<file path="config.mk">
export PLATFORM = sky130hd
export DESIGN_NAME = td4_prog_loader
export DESIGN_NICKNAME = d
export VERILOG_FILES = /design/src/rtl/td4_pkg.sv /design/src/rtl/td4_uart_rx.sv /design/src/rtl/td4_prog_loader.sv
export SDC_FILE = /design/constraint.sdc
export NUM_CORES = 1
export LEC_CHECK = 0
export CORE_ASPECT_RATIO = 1.4
export CORE_MARGIN = 5
export CORE_UTILIZATION = 35
export CTS_CLUSTER_SIZE = 28
export DETAILED_ROUTE_END_ITERATION = 8
export GPL_TIMING_DRIVEN = 0
export HOLD_SLACK_MARGIN = 0.12
export PLACE_DENSITY = 0.58
export SLEW_MARGIN = 5
export SYNTH_ARGS = -nofsm -noshare
export SYNTH_HDL_FRONTEND = slang
export SYNTH_HIERARCHICAL = 1
export SYNTH_SLANG_ARGS = --single-unit
</file>
<file path="constraint.sdc">
create_clock -name clock -period 2.58 [get_ports clock]
set_input_delay 0.387 -clock clock [delete_from_list [all_inputs] [get_ports clock]]
set_output_delay 0.387 -clock clock [all_outputs]
set_load 0.005 [all_outputs]
</file>
<file path="src/rtl/td4_pkg.sv">
// Shared constants and state types for the TD4 program loader.
// The optional checksum stage is enabled by defining TD4_LOADER_CHECKSUM_EN.
package td4_pkg;

  localparam int PROG_DEPTH = 16;
  localparam int PROG_AW    = 4;
  localparam int INSTR_W    = 8;

  localparam logic [7:0] DEFAULT_HEADER = 8'hA5;

  typedef enum logic [1:0] {
    LD_IDLE,
    LD_LOAD,
    LD_CHECK,
    LD_ERROR
  } loader_state_t;

  typedef enum logic [1:0] {
    RX_IDLE,
    RX_START,
    RX_DATA,
    RX_STOP
  } rx_state_t;

  // Running image checksum: plain 8-bit add, wrapping mod 256.
  function automatic logic [INSTR_W-1:0] sum_add(input logic [INSTR_W-1:0] a,
                                                 input logic [INSTR_W-1:0] b);
    return a + b;
  endfunction

endpackage

</file>
<file path="src/rtl/td4_uart_rx.sv">
// 8N1 UART byte receiver: 2-flop synchronizer, start-bit glitch rejection,
// mid-bit sampling every CLK_DIV cycles, registered byte/framing-error pulses.
module td4_uart_rx
  import td4_pkg::*;
#(
  parameter int CLK_DIV = 434
) (
  input  logic       clock,
  input  logic       reset,
  input  logic       rx,
  output logic       byte_valid,
  output logic [7:0] byte_data,
  output logic       frame_err,
  output rx_state_t  state
);

  localparam int CW = $clog2(CLK_DIV);
  localparam logic [CW-1:0] HALF = CW'(CLK_DIV / 2 - 1);
  localparam logic [CW-1:0] FULL = CW'(CLK_DIV - 1);

  logic          rx_s1;
  logic          rx_s2;
  logic          rx_d;
  logic [CW-1:0] cnt;
  logic [2:0]    bit_idx;
  logic [7:0]    shreg;

  always_ff @(posedge clock or posedge reset) begin
    if (reset) begin
      rx_s1      <= 1'b1;
      rx_s2      <= 1'b1;
      rx_d       <= 1'b1;
      state      <= RX_IDLE;
      cnt        <= '0;
      bit_idx    <= '0;
      shreg      <= '0;
      byte_valid <= 1'b0;
      byte_data  <= '0;
      frame_err  <= 1'b0;
    end else begin
      rx_s1      <= rx;
      rx_s2      <= rx_s1;
      rx_d       <= rx_s2;
      byte_valid <= 1'b0;
      frame_err  <= 1'b0;
      case (state)
        RX_IDLE: begin
          cnt <= '0;
          // Only a high-to-low edge starts a frame, so a line stuck low
          // after a bad stop bit does not retrigger endlessly.
          if (rx_d && !rx_s2) state <= RX_START;
        end
        RX_START: begin
          if (cnt == HALF) begin
            cnt     <= '0;
            bit_idx <= '0;
            state   <= rx_s2 ? RX_IDLE : RX_DATA;
          end else begin
            cnt <= cnt + 1'b1;
          end
        end
        RX_DATA: begin
          if (cnt == FULL) begin
            cnt     <= '0;
            shreg   <= {rx_s2, shreg[7:1]};
            bit_idx <= bit_idx + 1'b1;
            if (bit_idx == 3'd7) state <= RX_STOP;
          end else begin
            cnt <= cnt + 1'b1;
          end
        end
        RX_STOP: begin
          if (cnt == FULL) begin
            cnt   <= '0;
            state <= RX_IDLE;
            if (rx_s2) begin
              byte_valid <= 1'b1;
              byte_data  <= shreg;
            end else begin
              frame_err <= 1'b1;
            end
          end else begin
            cnt <= cnt + 1'b1;
          end
        end
        default: state <= RX_IDLE;
      endcase
    end
  end

endmodule

</file>
<file path="src/rtl/td4_prog_loader.sv">
// Serial program loader: receives HEADER + 16 instruction bytes (+ checksum when
// TD4_LOADER_CHECKSUM_EN is defined) and writes them into TD4 program memory.
module td4_prog_loader
  import td4_pkg::*;
#(
  parameter int         CLK_DIV = 434,
  parameter logic [7:0] HEADER  = DEFAULT_HEADER
) (
  input  logic               clock,
  input  logic               reset,
  input  logic               rx,
  output logic               mem_we,
  output logic [PROG_AW-1:0] mem_addr,
  output logic [INSTR_W-1:0] mem_wdata,
  output logic               cpu_hold,
  output logic               busy,
  output logic               load_ok,
  output logic               load_err,
  output loader_state_t      state,
  output rx_state_t          rx_state
);

  localparam logic [PROG_AW-1:0] LAST_ADDR = PROG_AW'(PROG_DEPTH - 1);

  logic               byte_valid;
  logic [7:0]         byte_data;
  logic               frame_err;
  logic [PROG_AW-1:0] count;
  logic [INSTR_W-1:0] sum;

  td4_uart_rx #(
    .CLK_DIV (CLK_DIV)
  ) u_rx (
    .clock      (clock),
    .reset      (reset),
    .rx         (rx),
    .byte_valid (byte_valid),
    .byte_data  (byte_data),
    .frame_err  (frame_err),
    .state      (rx_state)
  );

  // Handshake: byte_valid and frame_err are single-cycle pulses from the
  // receiver with no back-pressure; every pulse is consumed the cycle it
  // appears. mem_we is a one-cycle strobe qualifying mem_addr/mem_wdata.
  always_ff @(posedge clock or posedge reset) begin
    if (reset) begin
      state     <= LD_IDLE;
      count     <= '0;
      sum       <= '0;
      mem_we    <= 1'b0;
      mem_addr  <= '0;
      mem_wdata <= '0;
      cpu_hold  <= 1'b0;
      busy      <= 1'b0;
      load_ok   <= 1'b0;
      load_err  <= 1'b0;
    end else begin
      mem_we  <= 1'b0;
      load_ok <= 1'b0;
      case (state)
        LD_IDLE, LD_ERROR: begin
          if (byte_valid && byte_data == HEADER) begin
            state    <= LD_LOAD;
            count    <= '0;
            sum      <= '0;
            cpu_hold <= 1'b1;
            busy     <= 1'b1;
            load_err <= 1'b0;
          end
        end
        LD_LOAD: begin
          if (frame_err) begin
            state    <= LD_ERROR;
            cpu_hold <= 1'b1;
            busy     <= 1'b0;
            load_err <= 1'b1;
          end else if (byte_valid) begin
            // HEADER here is ordinary data, never a restart.
            mem_we    <= 1'b1;
            mem_addr  <= count;
            mem_wdata <= byte_data;
            sum       <= sum_add(sum, byte_data);
            count     <= count + 1'b1;
            if (count == LAST_ADDR) begin
`ifdef TD4_LOADER_CHECKSUM_EN
              state <= LD_CHECK;
`else
              state    <= LD_IDLE;
              load_ok  <= 1'b1;
              cpu_hold <= 1'b0;
              busy     <= 1'b0;
`endif
            end
          end
        end
`ifdef TD4_LOADER_CHECKSUM_EN
        LD_CHECK: begin
          if (frame_err) begin
            state    <= LD_ERROR;
            cpu_hold <= 1'b1;
            busy     <= 1'b0;
            load_err <= 1'b1;
          end else if (byte_valid) begin
            busy <= 1'b0;
            if (byte_data == sum) begin
              state    <= LD_IDLE;
              load_ok  <= 1'b1;
              cpu_hold <= 1'b0;
            end else begin
              state    <= LD_ERROR;
              cpu_hold <= 1'b1;
              load_err <= 1'b1;
            end
          end
        end
`endif
        default: state <= LD_IDLE;
      endcase
    end
  end

endmodule

</file>
Word level (Yosys, flattened, before mapping). Index checks and enable logic that the tools add are counted.

Register bits: 58. Input port bits: 3.

Add/subtract/negate cells: 3. Equality and inequality tests: 21. Multiplexer cells: 45. Bitwise gates (word level): 1. Reductions and logical operators: 18.

Operator list (number): $pmux 9 s3 (1); $mux 1 (20); $mux 2 (10); $mux 9 (2); $reduce_and 3->1 (5); $ne 2x1->1 const B (7); $mux 4 (3); $add 9x1->9 const B (1); $eq 9x8->1 const B (1); $eq 9x9->1 const B (1); $eq 8x8->1 const B (1); $pmux 2 s4 (1); $pmux 4 s2 (1); $reduce_and 4->1 (2); $eq 2x2->1 const B (3); $mux 3 (2); $pmux 1 s2 (3); $pmux 3 s2 (1); $reduce_and 5->1 (1); $add 4x1->4 const B (1); $eq 2x1->1 const B (2); $eq 4x4->1 const B (1); $logic_not 2->1 (2); $ne 2x2->1 const B (2); 11 further kinds (14).

Longest topological paths before layout.
Word-level depth: 5. Mapped depth: 8. Gate-level depth less buffers: 8.

Modules after synthesis. The synthesis kept the hierarchy.

Modules (own cells, without submodules): td4_uart_rx (instances 1, cells an instance 119, area an instance 1535.2 sq um, sequential area each 879.6 sq um); td4_prog_loader (instances 1, cells an instance 118, area an instance 1126.1 sq um, sequential area each 575.6 sq um).

Least setup slack after synthesis. OpenSTA, ideal clock, no wires.

Path type: reg-to-reg. From: register u_rx.cnt[0]. To: register u_rx.state[0]. Arrival time: 1.940 ns. Slack: 0.515 ns. Cell stages (with the launch flop): 7. Path buffers: 0. Path through: dfrtp_1 > inv_1 > ha_1 > or4b_1 > or3_4 > a22oi_4 > mux2_4.

Longest elaborated chain between the ends: 3. Elaborated cells between the ends (all ways): 6. Those cells by class: 5 x eq/ne; 1 x reduce/logical.

RTL lines: start: declaration (line td4_uart_rx.sv:24) `logic [CW-1:0] cnt;`; start signal: assignment (line td4_uart_rx.sv:59) `cnt <= cnt + 1'b1;`; start signal: assignment (line td4_uart_rx.sv:69) `cnt <= cnt + 1'b1;`; start signal: assignment (line td4_uart_rx.sv:83) `cnt <= cnt + 1'b1;`; $eq 9x9->1 / $eq 9x8->1 (equally long branches) (line td4_uart_rx.sv:63, td4_uart_rx.sv:73, td4_uart_rx.sv:54); $ne 2x1->1 (no source line); $reduce_and 5->1 (no source line) (*); end signal: assignment (line td4_uart_rx.sv:57) `state <= rx_s2 ? RX_IDLE : RX_DATA;`; end: declaration (line td4_uart_rx.sv:14) `output rx_state_t state`.

Every way passes the cells marked *; elsewhere a longest branch is shown, timed or not. A chain may end at the register's enable or synchronous reset.

Final worst setup path. Same ends and word-level chain as after synthesis.

==> run summary <==
The final critical-path required period was 2.21 ns. The worst register-to-register path begins at u_rx/cnt[0]. The number of cells on the worst reg-to-reg path is 6.

The longest individual stage delay on the worst path was 0.42 ns. The logs give 1,859 for the via count of the first global-routing pass and 24 for the number of top-level pins. STA classifies the critical path endpoint as a flop.

Total routing usage reported by global routing: 11.4%. The tools report the master cell of the clock root buffer as sky130_fd_sc_hd__clkbuf_8. The detailed placement HPWL came out at 3500 um.

TritonCTS built the clock tree. IR analysis of the VDD net gives a maximum drop of 0.289 mV. Setup violations remaining at the end of the flow were counted as 0. The worst min-delay path class is reg2reg.

In this run, post-CTS hold repair placed 0 buffers. The repair_antennas step left the layout with diodes totalling 0. The maximum level of the CTS H-tree is 3. Total negative slack: 0 ns. The floorplan step set the die height to 113 um. The number of nets handed over by synthesis was 248. The detail route stage leaves a number of antenna-violating nets equal to 0. The post-route netlist has 17.4% of its cells at a drive strength greater than 1. The arrival time at the worst endpoint was 2.43 ns; the global placer's final weighted congestion was 0.800.

After clock tree synthesis, the clock-pin slew on the worst setup and hold paths is 0.06 ns. The run gives 3 as the number of search-and-repair iterations in the first detailed-routing pass. The worst register-to-register path ends at u_rx/state[0]. The total overflow left after global routing is 0.

After synthesis, the share of flip-flops with an asynchronous set or reset is 100%. Once the clock tree was built, the setup fixing pass inserted 0 buffers. Primary flip-flop cell chosen by synthesis mapping: sky130_fd_sc_hd__dfrtp_1. The share of the Yosys chip area taken by registers is 54.7%. Across the run, the number of max-cap violations was 0. Summed over its instances, the top area cell type makes up 51.7% of the synthesized netlist area.

In the post-synthesis netlist, the biggest area contributors are sky130_fd_sc_hd__dfrtp_1 (52%), sky130_fd_sc_hd__mux2_2 (6.8%), sky130_fd_sc_hd__nand2_1 (5.8%), sky130_fd_sc_hd__ha_1 (3.8%), sky130_fd_sc_hd__dfstp_2 (3.0%). On the critical path the largest part of the delay comes from simple AND/OR/NAND/NOR gates. The number of distinct standard cells referenced by the synthesized netlist is 52. The library cells used most frequently in the layout, excluding fill and tap cells, are sky130_fd_sc_hd__dfrtp_1 (55), sky130_fd_sc_hd__nand2_1 (41), sky130_fd_sc_hd__clkdlybuf4s50_1 (23).

Static timing analysis puts the maximum clock frequency at 453 MHz. Of all nets on the critical path, the largest fanout is 10. Measured against its own limit, the worst slew margin works out to 42.9%.

The slowest stage of the critical path is the sky130_fd_sc_hd__dfrtp_1 cell. The overall die area is 9470 um^2. The Yosys step of the flow raised 6 warnings. The max-slew violation count is 0, and the post-synthesis cell count is 237. In this run the most critical hold path is launched from u_rx/rx_s1. The signal on the critical path passes through inv_1 > ha_1 > or4b_1 > or3_4 > a22oi_4 > mux2_4.

The commonest non-fill, non-tap cell in the layout was sky130_fd_sc_hd__dfrtp_1. Once placement finished, the instance area stood at 3010 um^2. Along the worst hold path, the cell count comes to 0. The sum of routed wire length over all layers is 4910 um. The number of buffers inserted by port buffering was 23. The first routing iteration left 49 violations. Critical path class: reg2reg. Summing every instance area after synthesis gives 2660 um^2.

Largest area contributor in the synthesized netlist: sky130_fd_sc_hd__dfrtp_1. The region available for standard cell placement spans 7410 um^2. The cell area after layout is 3220 um^2. Entering global routing, the biggest net connects 36 pins.

STA classifies the critical path startpoint as a flop. The total via count after detailed routing was 1,815. The count of cells resized by post-cts repair is 0. In this run the power density over the cells is 571 nW/um^2. The number of synthesized flops with an enable pin is 0, and the power consumption is 0.00184 W. The detailed-route vias per instance is 4.87.

The hold-critical path endpoint is u_rx/rx_s2. The average wire per standard cell was 13.2 um; the clock insertion delay at the later pin of the skew report was 0.34 ns. Summed over all cells, the static leakage comes to 1.53 nW. The number of flip-flops and latches in the synthesized netlist is 58, and the synthesis-to-layout area growth is 20.9%. The run finished with clean final reports.

For the clock skew after layout, the log shows 0.00787 ns. Number of buffers created by CTS: 9. The starting density of the core was 35.9%; the number of standard-cell rows in the floorplan was 37.

The slew at the pin with the worst max-slew slack was 0.856 ns. The logs give 0 for the initial antenna violation count and 357 for the cell total after placement. The register-to-register path setup slack is 0.37 ns, and the number of standard cells in the layout, taps in and fillers out is 373. A synthesized cell averages 11.2 um^2. Data on the critical path is required at its endpoint by 2.80 ns. The number of failing hold endpoints at the final stage is 0.

For this design, the sink count on the clock tree is 58. The die is 83.7 um wide. Setup repair after global routing left no endpoint under its margin. Buffering stage count on the worst path with inverters included: 1. The final clock period utilization by the worst path is 85.7%, and the clock tree buffer depth is 2.

The first-pass GRT wire length is 8590 um, and the final core utilization is 43.4%. In the routed design, unresolved DRC markers number 0. The run gives 723 as the final-layout fill cell count. For this run, the post-layout net count is 282.
Yosys cell counts, types with 4 or more instances:
library cell	n
sky130_fd_sc_hd__dfrtp_1	55
sky130_fd_sc_hd__nand2_1	41
sky130_fd_sc_hd__mux2_2	16
sky130_fd_sc_hd__nor2_1	15
sky130_fd_sc_hd__inv_1	9
sky130_fd_sc_hd__ha_1	8
sky130_fd_sc_hd__nand3_1	8
sky130_fd_sc_hd__and3_1	5
sky130_fd_sc_hd__o21ai_0	5
sky130_fd_sc_hd__a21oi_1	4
sky130_fd_sc_hd__clkbuf_1	4
sky130_fd_sc_hd__mux2i_1	4
sky130_fd_sc_hd__nor2b_1	4
sky130_fd_sc_hd__nor3b_1	4
sky130_fd_sc_hd__xnor2_1	4
metal layers:
metal	share of wire, %	wire length (um)	track usage [%]	vias to the layer above
met4	2.4	118	6.76	0
met3	3.5	174	2.48	11
li1	-	-	-	891
met2	52	2560	20.1	23
met1	42	2060	12.5	890
met5	0	0	0	-
sequential cells by signal, indices dropped and copies added (netlist names), 2 cells and up, named ones only:
| name | count |
|---|---|
| u_rx/cnt | 9 |
| u_rx/bit_idx | 3 |
| count | 4 |
| u_rx/byte_data | 8 |
| mem_addr | 4 |
| state | 2 |
| mem_wdata | 8 |
| u_rx/shreg | 8 |
worst max-delay path by stage:
stage                 from             to  cells past startpoint
6_report       u_rx/cnt[0]  u_rx/state[0]                      6
5_1_grt        u_rx/cnt[0]  u_rx/state[0]                      6
4_1_cts        u_rx/cnt[0]  u_rx/state[0]                      6
3_5_place_dp   u_rx/cnt[0]  u_rx/state[0]                      6
3_3_place_gp   u_rx/cnt[0]  u_rx/state[0]                      6
2_1_floorplan  u_rx/cnt[0]  u_rx/state[0]                      6
area by class of cell:
type / count / area [um^2] / area share, %
Inverter: 10 / 37.5 / 1.17
Sequential cell: 58 / 1460 / 45.2
Timing Repair Buffer: 23 / 230 / 7.15
Buffer: 7 / 36.3 / 1.13
Clock inverter: 4 / 50.0 / 1.56
Clock buffer: 12 / 155 / 4.82
Multi-Input combinational cell: 162 / 1130 / 35.2
Tap cell: 97 / 121 / 3.77
through the flow:
step / hold WS [ns] / setup slack, ns
after floorplan: 0.345 / 0.515
after global placement: 0.348 / 0.356
after detailed placement: 0.347 / 0.354
after CTS: 0.357 / 0.331
after global routing: 0.366 / 0.236
final: 0.356 / 0.370
power by group:
group / switching (W) / internal (W) / total [W]
Clock: 0.000360 / 0.000497 / 0.000857
Combinational: 0.0000350 / 0.0000193 / 0.0000543
Sequential: 0.00000631 / 0.000918 / 0.000925
logic make-up after synthesis:
| family | share of synthesized area (%) |
|---|---|
| flops | 54.7 |
| xor+xnor | 2.30 |
| buf+inv | 2.77 |
| simple gates | 19.1 |
| compound gates | 8.51 |
| mux | 8.84 |
| fa+ha+maj | 3.76 |
Power figures use the tool's default switching activity.
